`src/rtl/lsu_pkg.sv`:
```
// lsu_pkg: state encoding, RV32I load/store funct3 codes and memory sign_mask constants
package lsu_pkg;
  typedef enum logic [1:0] {IDLE, ISSUE, WAIT, RESP} lsu_state_e;
  localparam logic [2:0] F3_B  = 3'b000;
  localparam logic [2:0] F3_H  = 3'b001;
  localparam logic [2:0] F3_W  = 3'b010;
  localparam logic [2:0] F3_BU = 3'b100;
  localparam logic [2:0] F3_HU = 3'b101;
  localparam logic [3:0] SM_BYTE   = 4'b0001;
  localparam logic [3:0] SM_HALF   = 4'b0011;
  localparam logic [3:0] SM_WORD   = 4'b0111;
  localparam logic [3:0] SM_SIGNED = 4'b1000;
  function automatic logic [3:0] size_mask(input logic [1:0] sz);
    return sz == F3_B[1:0] ? SM_BYTE : sz == F3_H[1:0] ? SM_HALF : SM_WORD;
  endfunction
endpackage

```
`src/rtl/lsu_if.sv`:
```
// lsu_if: pipeline request/response and data-memory signals of the load/store unit
//   slave  : LSU view (takes requests, returns responses, drives memory strobes/buses)
//   master : pipeline + memory view
interface lsu_if;
  logic        req_valid;
  logic        req_ready;
  logic        req_we;
  logic [2:0]  req_funct3;
  logic [31:0] req_addr;
  logic [31:0] req_wdata;
  logic        resp_valid;
  logic        resp_ready;
  logic [31:0] resp_rdata;
  logic        resp_err;
  logic [31:0] mem_addr;
  logic [31:0] mem_write_data;
  logic        mem_memwrite;
  logic        mem_memread;
  logic [3:0]  mem_sign_mask;
  logic [31:0] mem_read_data;
  logic        mem_clk_stall;
  modport slave (
    input  req_valid, req_we, req_funct3, req_addr, req_wdata, resp_ready, mem_read_data, mem_clk_stall,
    output req_ready, resp_valid, resp_rdata, resp_err, mem_addr, mem_write_data, mem_memwrite,
           mem_memread, mem_sign_mask
  );
  modport master (
    output req_valid, req_we, req_funct3, req_addr, req_wdata, resp_ready, mem_read_data, mem_clk_stall,
    input  req_ready, resp_valid, resp_rdata, resp_err, mem_addr, mem_write_data, mem_memwrite,
           mem_memread, mem_sign_mask
  );
endinterface

```
`src/rtl/lsu_decode.sv`:
```
// lsu_decode: maps (we, funct3, addr[1:0]) to memory sign_mask, legality and misalignment
//   we, funct3, addr_lo : request fields
//   sign_mask           : {signed, size} encoding, 0 for illegal funct3
//   legal, misaligned   : request classification
module lsu_decode
  import lsu_pkg::*;
(
  input  logic       we,
  input  logic [2:0] funct3,
  input  logic [1:0] addr_lo,
  output logic [3:0] sign_mask,
  output logic       legal,
  output logic       misaligned
);
  always_comb begin
    legal      = funct3 == F3_B || funct3 == F3_H || funct3 == F3_W || (!we && (funct3 == F3_BU || funct3 == F3_HU));
    misaligned = (funct3[1:0] == F3_H[1:0] && addr_lo[0]) || (funct3[1:0] == F3_W[1:0] && addr_lo != 2'b00);
    sign_mask  = legal ? (size_mask(funct3[1:0]) | ((we || funct3[2]) ? 4'b0000 : SM_SIGNED)) : 4'b0000;
  end
endmodule

```
`src/rtl/load_store_unit.sv`:
```
// load_store_unit: single-outstanding RV32I load/store sequencer (IDLE/ISSUE/WAIT/RESP)
//   clk, rst_n : clock, asynchronous active-low reset
//   bus        : lsu_if.slave -- request/response handshake and data-memory port
//   txn_count  : internal count of completed responses, visible by hierarchy only
module load_store_unit
  import lsu_pkg::*;
(
  input logic   clk,
  input logic   rst_n,
  lsu_if.slave  bus
);
  lsu_state_e  state;
  logic [31:0] txn_count;
  logic        r_we;
  logic [31:0] mem_addr;
  logic [31:0] mem_write_data;
  logic        mem_memwrite;
  logic        mem_memread;
  logic [3:0]  mem_sign_mask;
  logic        resp_valid;
  logic        resp_err;
  logic [31:0] resp_rdata;
  logic [3:0]  dec_mask;
  logic        dec_legal;
  logic        dec_mis;
  lsu_decode u_decode (
    .we         (bus.req_we),
    .funct3     (bus.req_funct3),
    .addr_lo    (bus.req_addr[1:0]),
    .sign_mask  (dec_mask),
    .legal      (dec_legal),
    .misaligned (dec_mis)
  );
  assign bus.req_ready      = state == IDLE;
  assign bus.resp_valid     = resp_valid;
  assign bus.resp_err       = resp_err;
  assign bus.resp_rdata     = resp_rdata;
  assign bus.mem_addr       = mem_addr;
  assign bus.mem_write_data = mem_write_data;
  assign bus.mem_memwrite   = mem_memwrite;
  assign bus.mem_memread    = mem_memread;
  assign bus.mem_sign_mask  = mem_sign_mask;
  always_ff @(posedge clk or negedge rst_n) begin
    if (!rst_n) begin
      state          <= IDLE;
      txn_count      <= '0;
      r_we           <= 1'b0;
      mem_addr       <= '0;
      mem_write_data <= '0;
      mem_memwrite   <= 1'b0;
      mem_memread    <= 1'b0;
      mem_sign_mask  <= '0;
      resp_valid     <= 1'b0;
      resp_err       <= 1'b0;
      resp_rdata     <= '0;
    end else begin
      case (state)
        IDLE: if (bus.req_valid) begin
          r_we           <= bus.req_we;
          mem_addr       <= bus.req_addr;
          mem_write_data <= bus.req_wdata;
          mem_sign_mask  <= dec_mask;
          if (dec_legal && !dec_mis) begin
            state        <= ISSUE;
            mem_memread  <= !bus.req_we;
            mem_memwrite <= bus.req_we;
          end else begin
            state      <= RESP;
            resp_valid <= 1'b1;
            resp_err   <= 1'b1;
            resp_rdata <= '0;
          end
        end
        // strobe and buses stay put while the memory reports a stall
        ISSUE: if (!bus.mem_clk_stall) begin
          mem_memread  <= 1'b0;
          mem_memwrite <= 1'b0;
          if (r_we) begin
            state      <= RESP;
            resp_valid <= 1'b1;
            resp_err   <= 1'b0;
            resp_rdata <= '0;
          end else begin
            state <= WAIT;
          end
        end
        WAIT: begin
          state      <= RESP;
          resp_valid <= 1'b1;
          resp_err   <= 1'b0;
          resp_rdata <= bus.mem_read_data;
        end
        RESP: if (bus.resp_ready) begin
          state      <= IDLE;
          resp_valid <= 1'b0;
          txn_count  <= txn_count + 32'd1;
        end
        default: state <= IDLE;
      endcase
    end
  end
endmodule

```
`src/flat_wrapper.sv`:
```
// flat-port wrapper written by rule: the top's interface ports become plain ports
module load_store_unit_flat import lsu_pkg::*;
  (clk, rst_n, bus_req_valid, bus_req_we, bus_req_funct3, bus_req_addr, bus_req_wdata, bus_resp_ready, bus_mem_read_data, bus_mem_clk_stall, bus_req_ready, bus_resp_valid, bus_resp_rdata, bus_resp_err, bus_mem_addr, bus_mem_write_data, bus_mem_memwrite, bus_mem_memread, bus_mem_sign_mask);
  lsu_if bus_i ();
  input logic clk;
  input logic rst_n;
  input wire logic [$bits(bus_i.req_valid)-1:0] bus_req_valid;
  input wire logic [$bits(bus_i.req_we)-1:0] bus_req_we;
  input wire logic [$bits(bus_i.req_funct3)-1:0] bus_req_funct3;
  input wire logic [$bits(bus_i.req_addr)-1:0] bus_req_addr;
  input wire logic [$bits(bus_i.req_wdata)-1:0] bus_req_wdata;
  input wire logic [$bits(bus_i.resp_ready)-1:0] bus_resp_ready;
  input wire logic [$bits(bus_i.mem_read_data)-1:0] bus_mem_read_data;
  input wire logic [$bits(bus_i.mem_clk_stall)-1:0] bus_mem_clk_stall;
  output wire logic [$bits(bus_i.req_ready)-1:0] bus_req_ready;
  output wire logic [$bits(bus_i.resp_valid)-1:0] bus_resp_valid;
  output wire logic [$bits(bus_i.resp_rdata)-1:0] bus_resp_rdata;
  output wire logic [$bits(bus_i.resp_err)-1:0] bus_resp_err;
  output wire logic [$bits(bus_i.mem_addr)-1:0] bus_mem_addr;
  output wire logic [$bits(bus_i.mem_write_data)-1:0] bus_mem_write_data;
  output wire logic [$bits(bus_i.mem_memwrite)-1:0] bus_mem_memwrite;
  output wire logic [$bits(bus_i.mem_memread)-1:0] bus_mem_memread;
  output wire logic [$bits(bus_i.mem_sign_mask)-1:0] bus_mem_sign_mask;
  assign bus_i.req_valid = bus_req_valid;
  assign bus_i.req_we = bus_req_we;
  assign bus_i.req_funct3 = bus_req_funct3;
  assign bus_i.req_addr = bus_req_addr;
  assign bus_i.req_wdata = bus_req_wdata;
  assign bus_i.resp_ready = bus_resp_ready;
  assign bus_i.mem_read_data = bus_mem_read_data;
  assign bus_i.mem_clk_stall = bus_mem_clk_stall;
  assign bus_req_ready = bus_i.req_ready;
  assign bus_resp_valid = bus_i.resp_valid;
  assign bus_resp_rdata = bus_i.resp_rdata;
  assign bus_resp_err = bus_i.resp_err;
  assign bus_mem_addr = bus_i.mem_addr;
  assign bus_mem_write_data = bus_i.mem_write_data;
  assign bus_mem_memwrite = bus_i.mem_memwrite;
  assign bus_mem_memread = bus_i.mem_memread;
  assign bus_mem_sign_mask = bus_i.mem_sign_mask;
  load_store_unit u_core (.clk(clk), .rst_n(rst_n), .bus(bus_i));
endmodule
```
`config.mk`:
```
export PLATFORM = sky130hd
export DESIGN_NAME = load_store_unit_flat
export DESIGN_NICKNAME = d
export VERILOG_FILES = /design/src/rtl/lsu_pkg.sv /design/src/rtl/lsu_if.sv /design/src/rtl/lsu_decode.sv /design/src/rtl/load_store_unit.sv /design/src/flat_wrapper.sv
export SDC_FILE = /design/constraint.sdc
export NUM_CORES = 1
export LEC_CHECK = 0
export CAP_MARGIN = 30
export CORE_MARGIN = 4
export CORE_UTILIZATION = 44
export DETAILED_ROUTE_END_ITERATION = 8
export GPL_TIMING_DRIVEN = 0
export PLACE_DENSITY_LB_ADDON = 0.1
export SKIP_LAST_GASP = 1
export SYNTH_ARGS = -nofsm -noshare
export SYNTH_HDL_FRONTEND = slang
export SYNTH_SLANG_ARGS = --single-unit
export TNS_END_PERCENT = 50
```
`constraint.sdc`:
```
create_clock -name clk -period 3.6 [get_ports clk]
set_input_delay 0.36 -clock clk [delete_from_list [all_inputs] [get_ports clk]]
set_output_delay 0.36 -clock clk [all_outputs]
set_load 0.02 [all_outputs]
```
# Word level (Yosys, flattened, before mapping)
# Index checks and enable logic that the tools add are counted.
totals:
  register_bits: 107
  inputBits: 105
  output_inout_bits: 105
  wordCells: 80
op_classes:
  n_eq_ne: 15
  n_mux: 31
  bitwise_logic: 1
  n_reduce_logical: 23
ops:
  columns: ["operator", "n"]
  rows:
  - ["$mux 32", 4]
  - ["$pmux 32 s3", 1]
  - ["$mux 1", 13]
  - ["$reduce_and 5->1", 2]
  - ["$mux 2", 4]
  - ["$mux 4", 2]
  - ["$ne 2x2->1 const B", 4]
  - ["$pmux 2 s4", 1]
  - ["$eq 2x2->1 const B", 3]
  - ["$eq 3x3->1 const B", 2]
  - ["$logic_or 1x1->1", 6]
  - ["$mux 3", 2]
  - ["$eq 2x1->1 const B", 2]
  - ["$logic_and 1x1->1", 4]
  - ["$logic_not 2->1", 2]
  - ["$ne 2x1->1 const B", 2]
  - ["$or 3x4->4", 1]
  - ["$pmux 1 s2", 2]
  - ["$pmux 1 s4", 1]
  - ["$reduce_and 4->1", 1]
  - ["$reduce_bool 2->1", 2]
  - ["$eq 3x1->1 const B", 1]
  - ["$eq 3x2->1 const B", 1]
  - ["$logic_not 3->1", 1]
  - ["other kinds (5)", 6]

# Depth between registers and ports, before layout
# Gate-level depths: netlist (run 1).
depth:
  word_depth: 8
  mapped_depth: 8
  ltp_nobuf: 6

# Modules after synthesis
# Synthesis (run 1) repeated with hierarchy kept, for this count alone.
unflattened:
  hier_cells: 331
  hier_area_um2: 4449.3
modules_own_cells:
  columns: ["module", "n_inst", "cells_each", "area_per_inst_um2", "seq_area_each_um2"]
  rows:
  - ["load_store_unit", 1, 321, 4374.2, 2677.6]
  - ["lsu_decode", 1, 10, 75.1, 0.0]

# Worst setup path after synthesis (run 1)
# OpenSTA, ideal clock, no wires.
synth_timing:
  path_type: "reg-to-reg"
  from: "register u_core.state[0]"
  to: "register u_core.resp_err (netlist: u_core.bus.resp_err)"
  setup_time_ps: 79
  arrival_ps: 2011
  required_time_ps: 3521
  slack_ps: 1510
  stages_incl_launch_ff: 9
  path_buffers: 2
  period_less_slack_ps: 2090
  cell_sequence: "dfrtp_1 > inv_1 > ha_1 > buf_6 > nand2_1 > a221o_1 > a21oi_4 > buf_12 > mux2i_1"
synth_via:
  elab_chain_cells: 3
  elab_cells_between_ends: 10
  classes_between: "eq/ne: 6; mux: 1; reduce/logical: 3"
synth_lines:
  columns: ["element", "line_no", "rtl"]
  rows:
  - ["start, declared", "load_store_unit.sv:12", "lsu_state_e state;"]
  - ["start signal, assigned", "load_store_unit.sv:45", "state <= IDLE;"]
  - ["start signal, assigned", "load_store_unit.sv:64", "state <= ISSUE;"]
  - ["start signal, assigned", "load_store_unit.sv:68", "state <= RESP;"]
  - ["$logic_not 2->1 *", null, null]
  - ["net bus_req_ready", "flat_wrapper.sv:15", "output wire logic [$bits(bus_i.req_ready)-1:0] bus_req_ready;"]
  - ["$ne 2x2->1 (no line) or $reduce_bool 3->1 (tied branches)", null, null]
  - ["$reduce_and 5->1 (no line)", null, null]
  - ["end signal, assigned", "load_store_unit.sv:54", "resp_err <= 1'b0;"]
  - ["end signal, assigned", "load_store_unit.sv:70", "resp_err <= 1'b1;"]
  - ["end signal, assigned", "load_store_unit.sv:81", "resp_err <= 1'b0;"]
  - ["end, declared", "load_store_unit.sv:21", "logic resp_err;"]
# The timed path passes the listed nets; every way through them passes the cells marked *.
# A chain may end at the register's enable or synchronous reset.

# Worst setup path after layout (run 1)
layout_timing:
  from: "register u_core.state[0]"
  to: "register u_core.resp_rdata[5] (netlist: u_core.bus.resp_rdata[5])"
layout_via:
  elab_chain_cells: 3
  elab_cells_between_ends: 10
  classes_between: "eq/ne: 6; mux: 1; reduce/logical: 3"
layout_lines:
  columns: ["element", "line_no", "rtl"]
  rows:
  - ["$eq 2x1->1 (tied with other cells)", "load_store_unit.sv:57", "case (state)"]
  - ["$ne 2x1->1 (no line) (tied with other cells)", null, null]
  - ["$reduce_and 5->1 (no line)", null, null]
  - ["end signal, assigned", "load_store_unit.sv:91", "resp_rdata <= bus.mem_read_data;"]
  - ["end, declared", "load_store_unit.sv:22", "logic [31:0] resp_rdata;"]
# Several ways; a longest one is shown, not always the timed one.

==> results of run 1 <==
metrics by stage:
stage	total power [W]	hold WS (ns)	area [um^2]
after global routing	0.00630	0.529	6880
after CTS	0.00600	0.490	6880
after global placement	0.00524	0.461	6680
after floorplan	0.00389	0.0644	4420
after detailed placement	0.00533	0.400	6710
final	0.00592	0.483	6880
cell usage in the layout (no fill, tap or decap), drive strengths merged, types with 3 or more instances in the layout:
cell type      count
clkdlybuf4s50    208
dfrtp            107
mux2              65
nand2             45
inv               36
mux2i             34
clkbuf            15
buf               13
nand2b             4
ha                 4
nor2               3
clkinv             3
a21oi              3
power groups by stage:
stage / combinational (W) / clock (W) / sequential [W]
detailed placement: 0.00334 / 0 / 0.00199
floorplan: 0.00132 / 0 / 0.00257
CTS: 0.00336 / 0.000671 / 0.00197
global route: 0.00354 / 0.000728 / 0.00203
finish: 0.00330 / 0.000651 / 0.00196
global placement: 0.00328 / 0 / 0.00196
cell type report:
cell class	count	area [um^2]	share of cell area
Clock inverter	3	15.0	0.00218
Multi-Input combinational cell	178	1500	0.218
Buffer	14	111	0.0162
Inverter	36	135	0.0197
Tap cell	133	166	0.0242
Timing Repair Buffer	211	2130	0.309
Sequential cell	107	2680	0.389
Clock buffer	12	145	0.0211
how the worst max path moves through the flow:
stage	start	end	slack [ns]
after floorplan	u_core.state[0]	u_core.bus.resp_err	1.51
after global routing	u_core.state[0]	u_core.bus.resp_rdata[26]	1.19
after global placement	rst_n	u_core.bus.mem_write_data[23]	-1.96
final	u_core.state[0]	u_core.bus.resp_rdata[5]	1.35
after CTS	u_core.state[0]	u_core.bus.resp_rdata[26]	1.33
after detailed placement	bus_req_valid	u_core.bus.resp_rdata[5]	1.26
sequential cells by signal, indices dropped and copies added, names as in the netlist:
signal / count
u_core.bus.mem_addr: 32
u_core.bus.mem_memread: 1
u_core.bus.mem_write_data: 32
u_core.bus.resp_rdata: 32
u_core.bus.mem_memwrite: 1
u_core.r_we: 1
u_core.state: 2
u_core.bus.resp_err: 1
u_core.bus.mem_sign_mask: 4
u_core.bus.resp_valid: 1
layer usage:
| metal | part of all wire | vias up |
|---|---|---|
| li1 | - | 1548 |
| met1 | 0.39 | 1592 |
| met2 | 0.49 | 129 |
| met3 | 0.12 | 9 |
| met4 | 0.0093 | 0 |
| met5 | 0 | - |
what timing repair did:
action / CTS / global route
hold endpoints to repair: 10 / 0
setup buffers: 0 / 0
hold buffers: 1 / 0
logic make-up (layout without fill, tap and decap cells):
kind of cell,after synthesis,after routing,synth area share
mux,99,99,0.242
simple gates,59,59,0.0569
buf+inv,50,276,0.0557
compound gates,16,16,0.0283
fa+ha+maj,4,4,0.0113
flops,107,107,0.605
worst register-to-register path, stage by stage (launching register included):
cell and delay (ns):
dfrtp_1 0.41, inv_1 0.13, ha_1 0.20, buf_6 0.13, nand2_1 0.17, a221o_1 0.37
a21oi_4 0.35, buf_12 0.20, mux2i_1 0.21
==> summary.md, run 1 <==
| Metric | Value |
|---|---|
| Reg-to-Reg Start | u_core.state[0] |
| Met2 Usage GRT | 0.325 |
| Share of cells above drive strength 1 | 0.155 |
| Power share of the combinational group | 0.558 |
| Slowest cell on crit path | dfrtp_1 |
| Async S/R FF share, synth | 1.00 |
| Setup WS post-layout | 1.35 ns |
| Final Cycle Share | 0.624 |
| Routed WL | about 11 mm |
| Worst Hold Depth | 2 |
| Pwr dens | 860 nW/um^2 |
| Startpoint Class | register |
| Clk_lat worst skew | around 0.36 ns |
| First-pass GRT wire length | 17.6 mm |
| I/O pin count | 210 |
| Die area | 11700 um^2 |
| Setup TNS | 0 ns |
| Ys flop type | dfrtp_1 |
| Synth top area share | 0.605 |
| Top post-synthesis cells by count | 107 x dfrtp_1, 65 x mux2_2, 45 x nand2_1 |
| Vias in the first global route | 3565 |
| M1 GR Usage | 0.227 |
| Worst Hold Class | reg -> reg |
| Synth Instances | ~340 |
| Flops & latches, synth | approximately 110 |
| Root Driver | clkbuf_8 |
| Top-count cell post-synth | dfrtp_1 |
| Delay-heaviest family, CP | compound AO/OA/AOI/OAI gates |
| Hold EP | u_core.bus.mem_sign_mask[0] |
| Fillcell total | 744 |
| Syn_area_per_cell | approximately 13 um^2 |
| Sw frac | 0.373 |
| Cell row count | 36 |
| Detailed Routing Iterations Pass 1 | 4 |
| EDFF count, synth | 0 |
| Max-capacitance violation count | 0 |
| Net switching power | 0.00221 W |
| Status | complete, no violations |
| Min Tclk post-route | 2.25 ns |
| Register share of total power | 0.332 |
| Routability cong. | around 0.72 |
| GRT Residual Overflow | 0 |
| Final hold violations | 0 |
| YS warnings | 0 |
| Crit path buffers/inverters | 3 |
| Area leader, netlist | dfrtp_1 |
| Critical path cell sequence | inv_1 -> ha_1 -> buf_6 -> nand2_1 -> a221o_1 -> a21oi_4 -> buf_12 -> mux2i_1 |
| Max incr delay on CP | 0.41 ns |
| Final setup violating endpoints | 0 |
| Resized cells post-CTS | 0 |
| Fin Clk Skew | between 0.004 and 0.005 ns |
| Top cells by area, synth | dfrtp_1 61%, mux2_2 17%, mux2i_1 7.7% |
| Mapped cell area | 4420 um^2 |
| Worst path depth | 8 |
| Synth Net Count | 444 |
| Hold path startpoint | u_core.bus.mem_sign_mask[0] |
| Worst r2r path cells | 8 |
| CTS Buffer Depth | 2 |
| Core Footprint | 9770 um^2 |
| CP endpoint kind | register |
| Port Buffers | 209 |
| Starting Density | 0.453 |
| Worst IR Drop VDD | 551 uV |
| Nets | 666 |
| Int Pwr | between 0.003 and 0.004 W |
| Utilization after layout | 0.704 |
| Reg clk slew, reported paths | 0.09 ns |
| Crit path DAT | 2.53 ns |
| Count of final max-slew check failures | 0 |
| Max FO, Critical Path | 10 |
| Slew margin rel. | 0.617 |
| Non-filler cells, final | 694 |
| Initial drt markers | 96 |
| Vias | 3278 |
| Worst R2R End | u_core.bus.resp_rdata[5] |
| Critical path required time | 3.89 ns |
| Routed Antenna Nets | 0 |
| RSZ-0062 raised after global routing | false |
| Initial antenna violation count | 0 |
| Via density | between 4 and 5 |
| Avg WL per Cell | 15.9 um |
| Die Wd | 108 um |
| GRT busiest layer | met2 |
| Pre-CTS setup slack | about 1.3 ns |
| CTS Buf Count | 9 |
| Die H | 108 um |
| Largest net degree at the start of global routing | 66 |
| Diode count | 0 |
| Clock Sink Count | between 100 and 150 |
| Fmax | about 450 MHz |
| Leakage power | 2.93 nW |
| DRC Markers | 0 |
| Total GRT Usage | 0.195 |
| Placed Cells incl. Taps | 678 |
| Post-synthesis sequential area ratio | 0.605 |
| Crit path kind | reg -> reg |
| Area grow syn2layout | 55.5% |
| CTS H-Tree Depth | 3 |
| Tightest Pin Transition | 0.575 ns |
| DP Wirelength | 8.47 mm |
| Cell variety after synth | 30 |
| Clock Power Share | 0.110 |
| R2R Setup Slk | roughly 1.4 ns |
| GR Util met3 | 0.0878 |
| CTS tree | built |
Power figures use the tool's default switching activity.
==> inputs of run 2 (changes only) <==
--- a/config.mk
+++ b/config.mk
@@ -7,7 +7,7 @@
 export LEC_CHECK = 0
 export CAP_MARGIN = 30
 export CORE_MARGIN = 4
-export CORE_UTILIZATION = 44
+export CORE_UTILIZATION = 41
 export DETAILED_ROUTE_END_ITERATION = 8
 export GPL_TIMING_DRIVEN = 0
 export PLACE_DENSITY_LB_ADDON = 0.1
==> constraint.sdc (replaced) <==
create_clock -name clk -period 2.08 [get_ports clk]
set_input_delay 0.208 -clock clk [delete_from_list [all_inputs] [get_ports clk]]
set_output_delay 0.208 -clock clk [all_outputs]
set_load 0.02 [all_outputs]
==> run 2 against run 1 <==
Clock power increased by 120%. Non-clock buffer count grew 8. Critical path type unchanged. Largest power group unchanged. Highest routed layer unchanged. Worst hold slack got worse by 0.10 ns. Largest cell class unchanged. Final area up 3.3%. Die area rose by 6.8%. Critical endpoint is now u_core.bus.resp_rdata[29].
==> summary.md, run 2 (same netlist as run 1, synthesis figures left out) <==
| Metric | Value |
|---|---|
| Status | complete, no violations (unchanged) |
| Register area | 2680 um^2 (about the same) |
| Critical path cell sequence | inv_2 -> ha_4 -> buf_6 -> nand2_4 -> a221o_1 -> a21oi_4 -> buf_12 -> clkbuf_16 -> mux2i_1 (was inv_1 -> ha_1 -> buf_6 -> nand2_1 -> a221o_1 -> a21oi_4 -> buf_12 -> mux2i_1) |
| Setup WS post-layout | 0.106 ns (was 1.35 ns) |
| Fillcell total | 822 (was 744) |
| Root Driver | clkbuf_8 (unchanged) |
| CTS Buffer Depth | 2 (unchanged) |
| Reg clk slew, reported paths | 0.10 ns (was 0.09 ns) |
| Die H | 112 um (was 108 um) |
| Nets | 674 (was 666) |
| Via density | 4.70 (was 4.72) |
| Avg WL per Cell | 16.3 um (was 15.9 um) |
| Crit path DAT | 2.26 ns (was 2.53 ns) |
| Core Footprint | 10400 um^2 (was 9770 um^2) |
| Vias | 3318 (was 3278) |
| Detailed Routing Iterations Pass 1 | 4 (unchanged) |
| First-pass GRT wire length | 18.2 mm (was 17.6 mm) |
| Vias in the first global route | 3625 (was 3565) |
| Fmax | 507 MHz (was 445 MHz) |
| Starting Density | 0.425 (was 0.453) |
| Total GRT Usage | 0.181 (was 0.195) |
| Placed Cells incl. Taps | 681 (was 678) |
| Leakage power | 3.02 nW (was 2.93 nW) |
| Worst IR Drop VDD | 790 uV (was 551 uV) |
| GRT Residual Overflow | 0 (unchanged) |
| I/O pin count | 210 (unchanged) |
| Die Wd | 112 um (was 108 um) |
| Utilization after layout | 0.682 (was 0.704) |
| CP endpoint kind | register (unchanged) |
| Routability cong. | 0.791 (was 0.722) |
| Share of cells above drive strength 1 | 0.182 (was 0.155) |
| Routed Antenna Nets | 0 (unchanged) |
| Count of final max-slew check failures | 0 (unchanged) |
| Slew margin rel. | 0.548 (was 0.617) |
| Register share of total power | 0.306 (was 0.332) |
| Initial drt markers | 138 (was 96) |
| CTS H-Tree Depth | 3 (unchanged) |
| Startpoint Class | register (unchanged) |
| Clock Power Share | 0.129 (was 0.110) |
| Final Cycle Share | 0.949 (was 0.624) |
| Final setup violating endpoints | 0 (unchanged) |
| Port Buffers | 209 (unchanged) |
| DRC Markers | 0 (unchanged) |
| Area grow syn2layout | 60.6% (was 55.5%) |
| Crit path kind | reg -> reg (unchanged) |
| Diode count | 0 (unchanged) |
| Int Pwr | 0.00713 W (was 0.00371 W) |
| Slowest cell on crit path | dfrtp_2 (was dfrtp_1) |
| Multi-input gate area | 1530 um^2 (was 1500 um^2) |
| Overall power | 0.0111 W (was 0.00592 W) |
| Non-filler cells, final | 706 (was 694) |
| Initial antenna violation count | 0 (unchanged) |
| Clk_lat worst skew | 0.37 ns (was 0.36 ns) |
| Largest net degree at the start of global routing | 58 (was 66) |
| Fin Clk Skew | 0.0102 ns (was 0.00480 ns) |
| Sw frac | 0.358 (was 0.373) |
| Most common cell after layout, fill and taps aside | clkdlybuf4s50_1 (unchanged) |
| Max-capacitance violation count | 0 (unchanged) |
| CTS tree | built (unchanged) |
| Power share of the combinational group | 0.565 (was 0.558) |
| Tightest Pin Transition | 0.677 ns (was 0.575 ns) |
| Die area | 12500 um^2 (was 11700 um^2) |
| Pwr dens | 1560 nW/um^2 (was 860 nW/um^2) |
| Largest regs | u_core.bus.mem_addr: 32 flops, u_core.bus.mem_write_data: 32 flops, u_core.bus.resp_rdata: 32 flops (unchanged) |
| Max incr delay on CP | 0.45 ns (was 0.41 ns) |
| Pre-CTS setup slack | -0.228 ns (was 1.26 ns) |
| Worst Hold Class | in -> reg (was reg -> reg) |
| Cell row count | 37 (was 36) |
| Max FO, Critical Path | 7 (was 10) |
| Net switching power | 0.00398 W (was 0.00221 W) |
| Commonest non-fill, non-tap cells in the layout | 208 x clkdlybuf4s50_1, 106 x dfrtp_1, 65 x mux2_2, 44 x nand2_1, 34 x inv_1 (was 208 x clkdlybuf4s50_1, 107 x dfrtp_1, 65 x mux2_2, 45 x nand2_1, 36 x inv_1) |
| Final hold violations | 0 (unchanged) |
| Critical path required time | 2.36 ns (was 3.89 ns) |
| CTS Buf Count | 9 (unchanged) |
| Clock Sink Count | 107 (unchanged) |
| Routed WL | 11.5 mm (was 11.0 mm) |
| DP Wirelength | 8.60 mm (was 8.47 mm) |
| Hold WS | 0.382 ns (was 0.483 ns) |
| Min Tclk post-route | 1.97 ns (was 2.25 ns) |
[run 2: routing by layer]
layer  up-vias  routed length [um]  global-route usage
li1       1569                   -                   -
met4         0                 230              0.0714
met2       130                5720               0.303
met1      1604                4410               0.208
met3        15                1120              0.0723
met5         -                   0                   0
[run 2: worst max-delay path: cells and delay by family (launching register included)]
kind                     cells  cell delay (ns)
AO/OA/AOI/OAI                2             0.51
buffers and inverters        4             0.52
flip-flops                   1             0.45
adder cells (fa/ha/maj)      1             0.13
multiplexers                 1             0.19
AND/OR/NAND/NOR              1             0.09
[run 2: layout make-up]
cell class,count,share of cell area
multi-input combinational,178,0.215
clock buffer,12,0.0218
timing repair buffer,219,0.317
sequential,107,0.377
clock inverter,4,0.0102
tap,136,0.0240
buffer,14,0.0157
inverter,36,0.0190
[run 2: stage by stage]
stage	area, um^2	setup TNS [ns]
floorplan	4430	0
global placement	6690	-360.06
detailed placement	6710	-7.03
CTS	6980	0
global route	7100	-0.00376
finish	7100	0
[run 2: timing repair]
action                                  in CTS  in global routing
hold endpoints to repair                    50                  0
resized for setup                            2                  6
setup buffers                                2                  3
gates cloned                                 0                  3
hold buffers                                 1                  0
endpoints found under the setup margin      53                 74
pin swaps                                    0                  1
[run 2: path summary, 6_finish.rpt]
check	startpoint	depth (start not counted)	slack [ns]	to
hold / removal	bus_mem_read_data[4]	3	0.38	u_core.bus.resp_rdata[4]
setup / recovery	u_core.state[1]	9	0.11	u_core.bus.resp_rdata[29]
setup reg to reg	u_core.state[1]	9	0.11	u_core.bus.resp_rdata[29]
hold reg to reg	u_core.bus.mem_sign_mask[3]	2	0.49	u_core.bus.mem_sign_mask[3]
min in group asynchronous	rst_n	2	0.40	u_core.bus.resp_rdata[7]
max in group asynchronous	rst_n	3	0.97	u_core.state[1]
[run 2: power groups by stage]
stage	Combinational [W]	Sequential, W	Clock, W
3_3_place_gp	0.00570	0.00339	0
3_5_place_dp	0.00580	0.00344	0
6_report	0.00628	0.00340	0.00143
5_1_grt	0.00667	0.00351	0.00157
4_1_cts	0.00595	0.00340	0.00148
2_1_floorplan	0.00228	0.00445	0
==> inputs of run 3 (changes only) <==
--- a/config.mk
+++ b/config.mk
@@ -7,7 +7,7 @@
 export LEC_CHECK = 0
 export CAP_MARGIN = 30
 export CORE_MARGIN = 4
-export CORE_UTILIZATION = 41
+export CORE_UTILIZATION = 35
 export DETAILED_ROUTE_END_ITERATION = 8
 export GPL_TIMING_DRIVEN = 0
 export PLACE_DENSITY_LB_ADDON = 0.1
==> run 3 against run 2 <==
Via count is 0.57% lower. Utilization is 9.1 points lower. Combinational power hardly changed. Worst hold slack better by 0.038 ns. Power is 3.3% higher. Cell count is 4.4% higher. First-iteration DRC count is 22% lower. Sequential cell count stayed put. Largest power group unchanged.
==> summary.md, run 3 (same netlist as run 1, synthesis figures left out) <==
| Metric | Value |
|---|---|
| Initial drt markers | 107 (was 138) |
| Worst Hold Class | in -> reg (unchanged) |
| Leakage power | 3.06 nW (was 3.02 nW) |
| Count of final max-slew check failures | 0 (unchanged) |
| Net switching power | 0.00403 W (was 0.00398 W) |
| Critical path required time | 2.34 ns (was 2.36 ns) |
| RSZ-0062 raised after global routing | false |
| Final hold violations | 0 (unchanged) |
| Startpoint Class | register (unchanged) |
| Register share of total power | 0.297 (was 0.306) |
| Total GRT Usage | 0.158 (was 0.181) |
| Die H | 120 um (was 112 um) |
| Min Tclk post-route | 1.94 ns (was 1.97 ns) |
| Reg clk slew, reported paths | 0.07 ns (was 0.10 ns) |
| Sw frac | 0.352 (was 0.358) |
| Pre-CTS setup slack | -0.236 ns (was -0.228 ns) |
| Nets | 674 (unchanged) |
| Routed WL | 11.6 mm (was 11.5 mm) |
| Die area | 14500 um^2 (was 12500 um^2) |
| CTS H-Tree Depth | 3 (unchanged) |
| Fmax | 515 MHz (was 507 MHz) |
| Cell row count | 40 (was 37) |
| Pwr dens | 1590 nW/um^2 (was 1560 nW/um^2) |
| Worst Hold Depth | 3 (unchanged) |
| Placed Cells incl. Taps | 713 (was 681) |
| Non-filler cells, final | 737 (was 706) |
| Die Wd | 120 um (was 112 um) |
| Routed Antenna Nets | 0 (unchanged) |
| Clock Sink Count | 107 (unchanged) |
| Hold path startpoint | bus_mem_read_data[1] (was bus_mem_read_data[4]) |
| Max-capacitance violation count | 0 (unchanged) |
| Final setup violating endpoints | 0 (unchanged) |
| Via density | 4.48 (was 4.70) |
| Largest net degree at the start of global routing | 63 (was 58) |
| Commonest non-fill, non-tap cells in the layout | 208 x clkdlybuf4s50_1, 107 x dfrtp_1, 65 x mux2_2, 44 x nand2_1, 34 x inv_1 (was 208 x clkdlybuf4s50_1, 106 x dfrtp_1, 65 x mux2_2, 44 x nand2_1, 34 x inv_1) |
| Power share of the combinational group | 0.546 (was 0.565) |
| Crit path DAT | 2.20 ns (was 2.26 ns) |
| Vias | 3299 (was 3318) |
| Fillcell total | 1049 (was 822) |
| Fin Clk Skew | 0.00669 ns (was 0.0102 ns) |
| Final Cycle Share | 0.934 (was 0.949) |
| Worst R2R End | u_core.bus.resp_rdata[11] (was u_core.bus.resp_rdata[29]) |
| Port Buffers | 209 (unchanged) |
| Utilization after layout | 0.591 (was 0.682) |
| GRT Residual Overflow | 0 (unchanged) |
| Detailed Routing Iterations Pass 1 | 4 (unchanged) |
| Diode count | 0 (unchanged) |
| Int Pwr | 0.00744 W (was 0.00713 W) |
| Core Footprint | 12200 um^2 (was 10400 um^2) |
| Clock Power Share | 0.156 (was 0.129) |
| Avg WL per Cell | 15.7 um (was 16.3 um) |
| R2R Setup Slk | 0.14 ns (was 0.11 ns) |
| First-pass GRT wire length | 17.9 mm (was 18.2 mm) |
| Vias in the first global route | 3583 (was 3625) |
| CP endpoint kind | register (unchanged) |
| Share of cells above drive strength 1 | 0.179 (was 0.182) |
| Reg-to-Reg Start | u_core.state[1] (unchanged) |
| Routability cong. | 0.725 (was 0.791) |
| CTS Buf Count | 9 (unchanged) |
| Largest regs | u_core.bus.mem_addr: 32 flops, u_core.bus.mem_write_data: 32 flops, u_core.bus.resp_rdata: 32 flops (unchanged) |
| Starting Density | 0.362 (was 0.425) |
| Worst IR Drop VDD | 692 uV (was 790 uV) |
| I/O pin count | 210 (unchanged) |
| Crit path kind | reg -> reg (unchanged) |
| CTS tree | built (unchanged) |
| CTS Buffer Depth | 2 (unchanged) |
| DRC Markers | 0 (unchanged) |
| Area grow syn2layout | 63.2% (was 60.6%) |
| Most common cell after layout, fill and taps aside | clkdlybuf4s50_1 (unchanged) |
| Max FO, Critical Path | 7 (unchanged) |
| Clk_lat worst skew | 0.34 ns (was 0.37 ns) |
| Initial antenna violation count | 0 (unchanged) |
| Worst r2r path cells | 8 (was 9) |
| Slew margin rel. | 0.577 (was 0.548) |
| Status | complete, no violations (unchanged) |
| Overall power | 0.0115 W (was 0.0111 W) |
| DP Wirelength | 8.63 mm (was 8.60 mm) |
| Tightest Pin Transition | 0.634 ns (was 0.677 ns) |
| Setup WS post-layout | 0.138 ns (was 0.106 ns) |
| Root Driver | clkbuf_16 (was clkbuf_8) |
| Hold EP | u_core.bus.resp_rdata[1] (was u_core.bus.resp_rdata[4]) |
[run 3: cell count changes in the layout (fill, tap and decap cells not counted), sizes merged]
cell      previous run  this run
clkbuf              18        16
clkinv               1         3
clkinvlp             1         0
[run 3: per-stage QoR]
stage / TNS, ns / instance area, um^2 / hold slack (ns)
2_1_floorplan: 0 / 4430 / -0.0876
3_3_place_gp: -372.53 / 6730 / 0.468
3_5_place_dp: -7.22 / 6750 / 0.267
4_1_cts: 0 / 7110 / 0.416
5_1_grt: 0 / 7220 / 0.439
6_report: 0 / 7220 / 0.421
[run 3: worst max-delay path, cell delays in order, from the launching register on]
cell and delay [ns]:
dfrtp_1 0.42, inv_2 0.08, ha_1 0.25, nor2b_1 0.16, a221o_1 0.30, a21oi_4 0.15
buf_12 0.16, clkbuf_16 0.16, mux2i_1 0.18
[run 3: worst max path at each step]
| stage | start | end | slack [ns] | cells past startpoint |
|---|---|---|---|---|
| 6_report | u_core.state[1] | u_core.bus.resp_rdata[11] | 0.14 | 8 |
| 3_3_place_gp | rst_n | u_core.bus.mem_addr[28] | -3.43 | 1 |
| 2_1_floorplan | u_core.state[0] | u_core.bus.resp_rdata[25] | 0.05 | 8 |
| 3_5_place_dp | u_core.state[0] | u_core.bus.resp_rdata[11] | -0.24 | 8 |
| 4_1_cts | u_core.state[0] | u_core.bus.resp_rdata[3] | 0.02 | 9 |
| 5_1_grt | u_core.state[1] | u_core.bus.resp_rdata[13] | 0.03 | 8 |
[run 3: timing repair]
item / 4_1_cts / 5_1_grt
setup endpoints to repair: 48 / 33
hold buffers: 1 / 0
endpoints found under the hold margin: 45 / 0
setup buffers: 2 / 4
gates cloned: 0 / 3
pin swaps: 1 / 1
resized for setup: 2 / 5
[run 3: layout make-up]
cell class              count  area, um^2  area share
well taps                 168         210      0.0291
repair buffers            220        2260       0.313
inverters                  36         135      0.0187
plain buffers              13         100      0.0139
flip-flops and latches    107        2680       0.371
clock inverters             5        78.8      0.0109
multi-input cells         178        1530       0.212
clock buffers              10         229      0.0317
[run 3: power by group through the flow]
| stage | sequential, W | combinational (W) | clock [W] |
|---|---|---|---|
| 6_report | 0.00341 | 0.00627 | 0.00179 |
| 4_1_cts | 0.00341 | 0.00596 | 0.00184 |
| 2_1_floorplan | 0.00445 | 0.00228 | 0 |
| 3_3_place_gp | 0.00340 | 0.00573 | 0 |
| 3_5_place_dp | 0.00345 | 0.00580 | 0 |
| 5_1_grt | 0.00352 | 0.00668 | 0.00193 |
[run 3: routing by layer]
metal | wire [um] | vias to the layer above | GRT usage
met5 | 0 | - | 0
met4 | 281 | 0 | 0.0659
met3 | 1410 | 19 | 0.0861
met2 | 5390 | 136 | 0.244
met1 | 4520 | 1575 | 0.181
li1 | - | 1569 | -
